File: config.mk
export PLATFORM = sky130hd
export DESIGN_NAME = decoder_index_sequencer_flat
export DESIGN_NICKNAME = d
export VERILOG_FILES = /design/src/rtl/decoder_index_sequencer_if.sv /design/src/rtl/decoder_index_sequencer.sv /design/src/flat_wrapper.sv
export SDC_FILE = /design/constraint.sdc
export NUM_CORES = 1
export LEC_CHECK = 0
export ABC_AREA = 1
export CORE_MARGIN = 2
export CORE_UTILIZATION = 45
export CTS_CLUSTER_DIAMETER = 150
export DETAILED_ROUTE_END_ITERATION = 8
export DONT_BUFFER_PORTS = 1
export GPL_ROUTABILITY_DRIVEN = 0
export PLACE_DENSITY = 0.57
export SLEW_MARGIN = 25
export SYNTH_ARGS = -nofsm -noshare
export SYNTH_HDL_FRONTEND = slang
export SYNTH_SLANG_ARGS = --single-unit
File: constraint.sdc
create_clock -name clk -period 2.14 [get_ports clk]
set_input_delay 0.428 -clock clk [delete_from_list [all_inputs] [get_ports clk]]
set_output_delay 0.428 -clock clk [all_outputs]
set_load 0.05 [all_outputs]
File: src/rtl/decoder_index_sequencer_if.sv
// Handshake/bus bundle for decoder_index_sequencer.
// master drives start/stop/cont/lo/hi; slave drives ip/en/busy/done.
interface decoder_index_sequencer_if #(
  parameter int IDX_W = 4
);
  logic             start;
  logic             stop;
  logic             cont;
  logic [IDX_W-1:0] lo;
  logic [IDX_W-1:0] hi;
  logic [IDX_W-1:0] ip;
  logic             en;
  logic             busy;
  logic             done;

  modport master (
    output start, stop, cont, lo, hi,
    input  ip, en, busy, done
  );

  modport slave (
    input  start, stop, cont, lo, hi,
    output ip, en, busy, done
  );
endinterface

File: src/rtl/decoder_index_sequencer.sv
// Index/enable sequencer feeding a 4-to-16 decoder: sweeps ip over lo..hi,
// holding each index DWELL cycles, single or continuous sweeps.
// Ports: clk, rst (sync, active-high), bus (slave): start/stop/cont/lo/hi in;
//   ip/en/busy/done out, all registered.
// Option: define SEQ_GAP_EN for one en=0 cycle between indices.
module decoder_index_sequencer #(
  parameter int IDX_W   = 4,
  parameter int DWELL   = 20,
  parameter int DWELL_W = 8
) (
  input  logic clk,
  input  logic rst,
  decoder_index_sequencer_if.slave bus
);

  typedef enum logic [1:0] {
    IDLE = 2'd0,
    SCAN = 2'd1,
    GAP  = 2'd2
  } state_t;

  localparam logic [DWELL_W-1:0] LAST = DWELL_W'(DWELL - 1);

  state_t             state;
  logic [DWELL_W-1:0] cnt;
  logic [IDX_W-1:0]   lo_q;
  logic [IDX_W-1:0]   hi_q;
  logic               cont_q;
  logic [IDX_W-1:0]   ip;
  logic               en;
  logic               busy;
  logic               done;

  assign bus.ip   = ip;
  assign bus.en   = en;
  assign bus.busy = busy;
  assign bus.done = done;

  always_ff @(posedge clk) begin
    if (rst) begin
      state  <= IDLE;
      cnt    <= '0;
      lo_q   <= '0;
      hi_q   <= '0;
      cont_q <= 1'b0;
      ip     <= '0;
      en     <= 1'b0;
      busy   <= 1'b0;
      done   <= 1'b0;
    end else begin
      done <= 1'b0;
      unique case (state)
        IDLE: begin
          if (bus.start && !bus.stop) begin
            lo_q   <= bus.lo;
            hi_q   <= bus.hi;
            cont_q <= bus.cont;
            ip     <= bus.lo;
            en     <= 1'b1;
            busy   <= 1'b1;
            cnt    <= '0;
            state  <= SCAN;
          end
        end
        SCAN: begin
          // stop wins over dwell expiry
          if (bus.stop) begin
            en    <= 1'b0;
            busy  <= 1'b0;
            state <= IDLE;
          end else if (cnt == LAST) begin
            if (ip != hi_q || cont_q) begin
              ip  <= (ip != hi_q) ? ip + IDX_W'(1) : lo_q;
              cnt <= '0;
`ifdef SEQ_GAP_EN
              en    <= 1'b0;
              state <= GAP;
`endif
            end else begin
              en    <= 1'b0;
              busy  <= 1'b0;
              done  <= 1'b1;
              state <= IDLE;
            end
          end else begin
            cnt <= cnt + DWELL_W'(1);
          end
        end
`ifdef SEQ_GAP_EN
        GAP: begin
          if (bus.stop) begin
            busy  <= 1'b0;
            state <= IDLE;
          end else begin
            en    <= 1'b1;
            cnt   <= '0;
            state <= SCAN;
          end
        end
`endif
        default: begin
          en    <= 1'b0;
          busy  <= 1'b0;
          state <= IDLE;
        end
      endcase
    end
  end

endmodule
File: src/flat_wrapper.sv
// flat-port wrapper written by rule: the top's interface ports become plain ports
module decoder_index_sequencer_flat 
#(
  parameter int IDX_W   = 4,
  parameter int DWELL   = 20,
  parameter int DWELL_W = 8
)
  (clk, rst, bus_start, bus_stop, bus_cont, bus_lo, bus_hi, bus_ip, bus_en, bus_busy, bus_done);
  decoder_index_sequencer_if #(.IDX_W(IDX_W)) bus_i ();
  input  logic clk;
  input  logic rst;
  input wire logic [$bits(bus_i.start)-1:0] bus_start;
  input wire logic [$bits(bus_i.stop)-1:0] bus_stop;
  input wire logic [$bits(bus_i.cont)-1:0] bus_cont;
  input wire logic [$bits(bus_i.lo)-1:0] bus_lo;
  input wire logic [$bits(bus_i.hi)-1:0] bus_hi;
  output wire logic [$bits(bus_i.ip)-1:0] bus_ip;
  output wire logic [$bits(bus_i.en)-1:0] bus_en;
  output wire logic [$bits(bus_i.busy)-1:0] bus_busy;
  output wire logic [$bits(bus_i.done)-1:0] bus_done;
  assign bus_i.start = bus_start;
  assign bus_i.stop = bus_stop;
  assign bus_i.cont = bus_cont;
  assign bus_i.lo = bus_lo;
  assign bus_i.hi = bus_hi;
  assign bus_ip = bus_i.ip;
  assign bus_en = bus_i.en;
  assign bus_busy = bus_i.busy;
  assign bus_done = bus_i.done;
  decoder_index_sequencer #(.IDX_W(IDX_W), .DWELL(DWELL), .DWELL_W(DWELL_W)) u_core (.clk(clk), .rst(rst), .bus(bus_i));
endmodule
Yosys cells after proc, flatten, opt, wreduce, memory -nomap -nowiden. Index checks and enable logic that the tools add are counted.

Register bits: 25. Word-level logic and storage cells: 54. Input bits: 13.

$add $sub $neg: 2. Reductions and logical operators: 10. Bitwise gates (word level): 2. Eq/ne operators: 10. Multiplexer cells: 22.

Operators with widths (count): two-way mux 8 bit (4); two-way mux 4 bit (5); case mux 8 bit (2 select lines) (1); adder 8 x 1 -> 8 bit, second input constant (1); == test 8 x 5 -> 1 bit, second input constant (1); two-way mux 2 bit (4); case mux 4 bit (2 select lines) (1); != test 2 x 1 -> 1 bit, second input constant (3); != test 3 bit, second input constant (2); two-way mux 1 bit (5); AND reduction 5 bit (1); adder 4 x 1 -> 4 bit, second input constant (1); != test 4 bit (1); case mux 2 bit (2 select lines) (1); AND reduction 4 bit (1); OR reduction 4 bit (1); != test 3 x 2 -> 1 bit, second input constant (1); AND reduction 3 bit (1); == test 2 x 1 -> 1 bit, second input constant (1); zero test 2 bit (1); != test 2 bit, second input constant (1); NOT 1 bit (2); case mux 1 bit (2 select lines) (1); AND reduction 2 bit (1); other kinds (4) (4).

Depth between registers and ports, before layout.
Depth in word-level cells: 6. Mapped depth: 10. Depth with buffers taken out: 10.

Worst setup path before layout. OpenSTA, ideal clock, no wires.

Path type: register -> register. Start: register u_core.ip[1], in the netlist u_core.bus.ip[1]. End: register u_core.cnt[6]. Setup slack: 514 ps. Library setup time: 113 ps. Path buffers: 0. Arrival time: 1513 ps. Stages on the path, launching flop included: 10. Required time: 2027 ps. Cell sequence: dfxtp_1 inv_1 nand2_1 nand2_1 nor2_4 nand3_4 nand2_4 nand3_4 nor2_1 nor2_1.

Word-level cells in the longest chain between the ends: 4.

Ends and longest elaborated chain: start: declaration (RTL line decoder_index_sequencer.sv:29) `logic [IDX_W-1:0] ip;`; start signal: assignment (RTL line decoder_index_sequencer.sv:58) `ip <= bus.lo;`; start signal: assignment (RTL line decoder_index_sequencer.sv:73) `ip <= (ip != hi_q) ? ip + IDX_W'(1) : lo_q;`; != test 4 bit (RTL line decoder_index_sequencer.sv:72) `if (ip != hi_q || cont_q) begin`; logical OR 1 bit (RTL line decoder_index_sequencer.sv:72); != test 3 bit (no source line); AND reduction 4 bit (no source line); end signal: assignment (RTL line decoder_index_sequencer.sv:86) `cnt <= cnt + DWELL_W'(1);`; end: declaration (RTL line decoder_index_sequencer.sv:25) `logic [DWELL_W-1:0] cnt;`.

No other way between the ends. A chain may end at the register's enable or synchronous reset.

==> results.toml <==
[global_route]
grt.overflow.total = 0
grt_max_degree = 23
grt_pass1_wl_mm = 4.93
grt_pass1_vias = 1172
grt_usage_pct = 18.6
antenna_found_initial = 0

[run_status]
status = "complete, no violations"

[layout]
drive_above_1_share_pct = 16.4
fin_area_um2 = 1400
multiInputGateArea_um2 = 756
num_antenna_cells = 0
seq_area_um2 = 460
syn_to_final_growth_pct = 5.26
fin_nets = 211
final.fill_count = 300

[yosys]
syn-cell-area_um2 = 1330
ys_seq_area_share_pct = 34.6
synth_warnings = 0
synth_seq_cells = 23
synthTopCellsByArea = "dfxtp_1 35%, nand2_1 12%, a21oi_1 6.0%"
synth_top_cell_by_area = "dfxtp_1"
ys_types = 30
synthCells = 192
synth_top_cell_area_share_pct = 34.6
synth_nets = 207
avgSynthCellArea_um2 = 6.94

[worst_setup_path]
cpLargestDelayFamily = "flip-flops"
crit_chain = "buf_4"
cpMaxStageDelayCell = "dfxtp_1"
worstPathArrival_ps = 1260
startpoint_type = "register"
cp_slowest_stage_delay_ps = 580
critPathBufInv = 1
critPathRequiredTime_ps = 1710
crit_path_max_fanout = 11
end_kind = "primary output"
path_class = "reg2out"

[pwr]
power.density_nw_per_um2 = 657
power_leakage_nw = 0.576
irDropWorstVdd_v = 0.000467

[floorplanning]
die_width_um = 58.4
placeableCoreArea_um2 = 2780
die_area_um2 = 3410
rows = 19
ios = 20
initial_utilization_pct = 47.9
die_y_um = 58.4

[sta]
fin_crit_sh_pct = 79.0
finalMaxSlewViolations = 0
skew_ps = 2.30
setup_tns_ps = 0
worst_slew_pin_slew_ps = 508
finalHoldViolCount = 0
slew_headroom_pct = 66.1
setup_viol = 0
max_freq_mhz = 591
holdWs_ps = 163
setup_ws_ps = 449
rsz0062_at_grt = "false"
min_period_ps = 1690

[clocking]
numCtsBuffers = 3
cts_setup_buffers = 0
cts_root_buf = "clkbuf_4"
clk_pin_slew_ps = 130
clock_latency_ps = 310
htreeDepth = 1
clockBufferDepth = 2
clkSinkCount = 23
cts_tree = "done"
cts_resized = 0
postCtsHoldBufs = 0

[flow_run]
drv_cap = 0

[detailed_routing]
wl_met3_um = 88
routed-wl-met2_mm = 1.47
drt-pass1-iter-count = 4
first_iter_violations = 50
highest_layer = "met4"
ant_nets = 0
wire_per_inst_um = 12.7
drc = 0
finalWirelength_mm = 2.87
vias = 1182
vias_per_cell = 5.23
wl_met1_mm = 1.27

[placement]
dp_hpwl_mm = 2.17
portBuffers = 0
dp_slack_ps = 562
dpl_cell_area_um2 = 1380

[min_path]
hold_path.class = "in2reg"
## cells by family (layout without fill, tap and decap cells)
group / after synthesis / after routing / synth area share [%]
buffers and inverters: 28 / 31 / 8.73
adders and majority gates: 2 / 2 / 1.88
DFF: 23 / 23 / 34.6
xor gates and xnor gates: 3 / 3 / 1.97
AOI/OAI and AO/OA: 31 / 31 / 12.0
and+or+nand+nor: 105 / 105 / 40.8
## worst register-to-register path: cells and delay by family, from the launching register on
kind                       cells  cell delay, ps
and+or+nand+nor                7             830
adders and majority gates      1             230
DFF                            1             400
buffers and inverters          1              60
## synth_stat cells
master    number
ha_1           2
nand3_1       12
nand3_4        2
nand4_1        7
nor2_1        21
a21oi_1       16
nand2_2        4
nand3_2        1
nor2_8         1
nor3b_1        2
xnor2_1        1
inv_1         16
nor2_4         2
buf_4          2
a21oi_2        1
inv_2          6
nand3b_1       1
nor3_1         2
buf_2          3
clkbuf_1       1
nor3_2         1
o21ai_0        9
or2_2          1
o21ai_1        4
nand2_1       44
xor2_1         2
a31oi_1        1
nand2_4        2
nor2_2         2
dfxtp_1       23
## path summary, 6_finish.rpt
path	startpoint	endpoint	slack (ps)	cells past startpoint
worst max-delay path	u_core.state[0]$_SDFFE_PP0P_	bus_busy	450	1
worst max register to register	u_core.cnt[0]$_SDFFE_PP0P_	u_core.cnt[6]$_SDFFE_PP0P_	550	9
worst min register to register	u_core.lo_q[3]$_SDFFE_PP0P_	u_core.lo_q[3]$_SDFFE_PP0P_	470	2
worst min-delay path	rst	u_core.cnt[1]$_SDFFE_PP0P_	160	1
## report_power, final
group / switching [mW] / total [mW] / leakage, nW / internal (mW)
combinational: 0.166 / 0.243 / 0.370 / 0.0764
sequential: 0.0240 / 0.476 / 0.188 / 0.452
clock: 0.132 / 0.202 / 0.0177 / 0.0698
## cells in the final DEF, fill, tap and decap left out, drive strengths merged
cell type,synthesis,final
o21ai,13,13
or2,1,1
nor2,26,26
nor3,3,3
nand3,15,15
clkbuf,1,3
inv,22,22
a21oi,17,17
clkinv,0,1
nand3b,1,1
buf,5,5
nand4,7,7
xor2,2,2
ha,2,2
xnor2,1,1
nor3b,2,2
nand2,50,50
dfxtp,23,23
a31oi,1,1
## sequential cells by signal, indices dropped and copies added (netlist names)
name             flops
u_core.bus.done      1
u_core.state         1
u_core.cnt           8
u_core.hi_q          4
u_core.bus.ip        4
u_core.cont_q        1
u_core.lo_q          4
## layer usage
metal / GRT usage (%) / up-vias
met1: 21.7 / 530
met2: 33.7 / 18
li1: - / 630
met4: 8.31 / 0
met3: 2.20 / 4
met5: 0 / -
## through the flow
stage,instances,util [%],total power [mW]
after floorplan,192,-,0.689
after global placement,222,49.4,0.728
after detailed placement,222,49.4,0.731
after CTS,226,50.4,0.937
after global routing,226,50.4,0.984
final,226,50.4,0.921
## area by class of cell
type	instances	area share, %
inverter	22	5.89
sequential	23	32.8
timing repair buffer	5	2.68
multi-input combinational	141	53.9
clock buffer	3	1.61
clock inverter	1	0.357
tap	31	2.77
(Power assumes the default switching activity.)
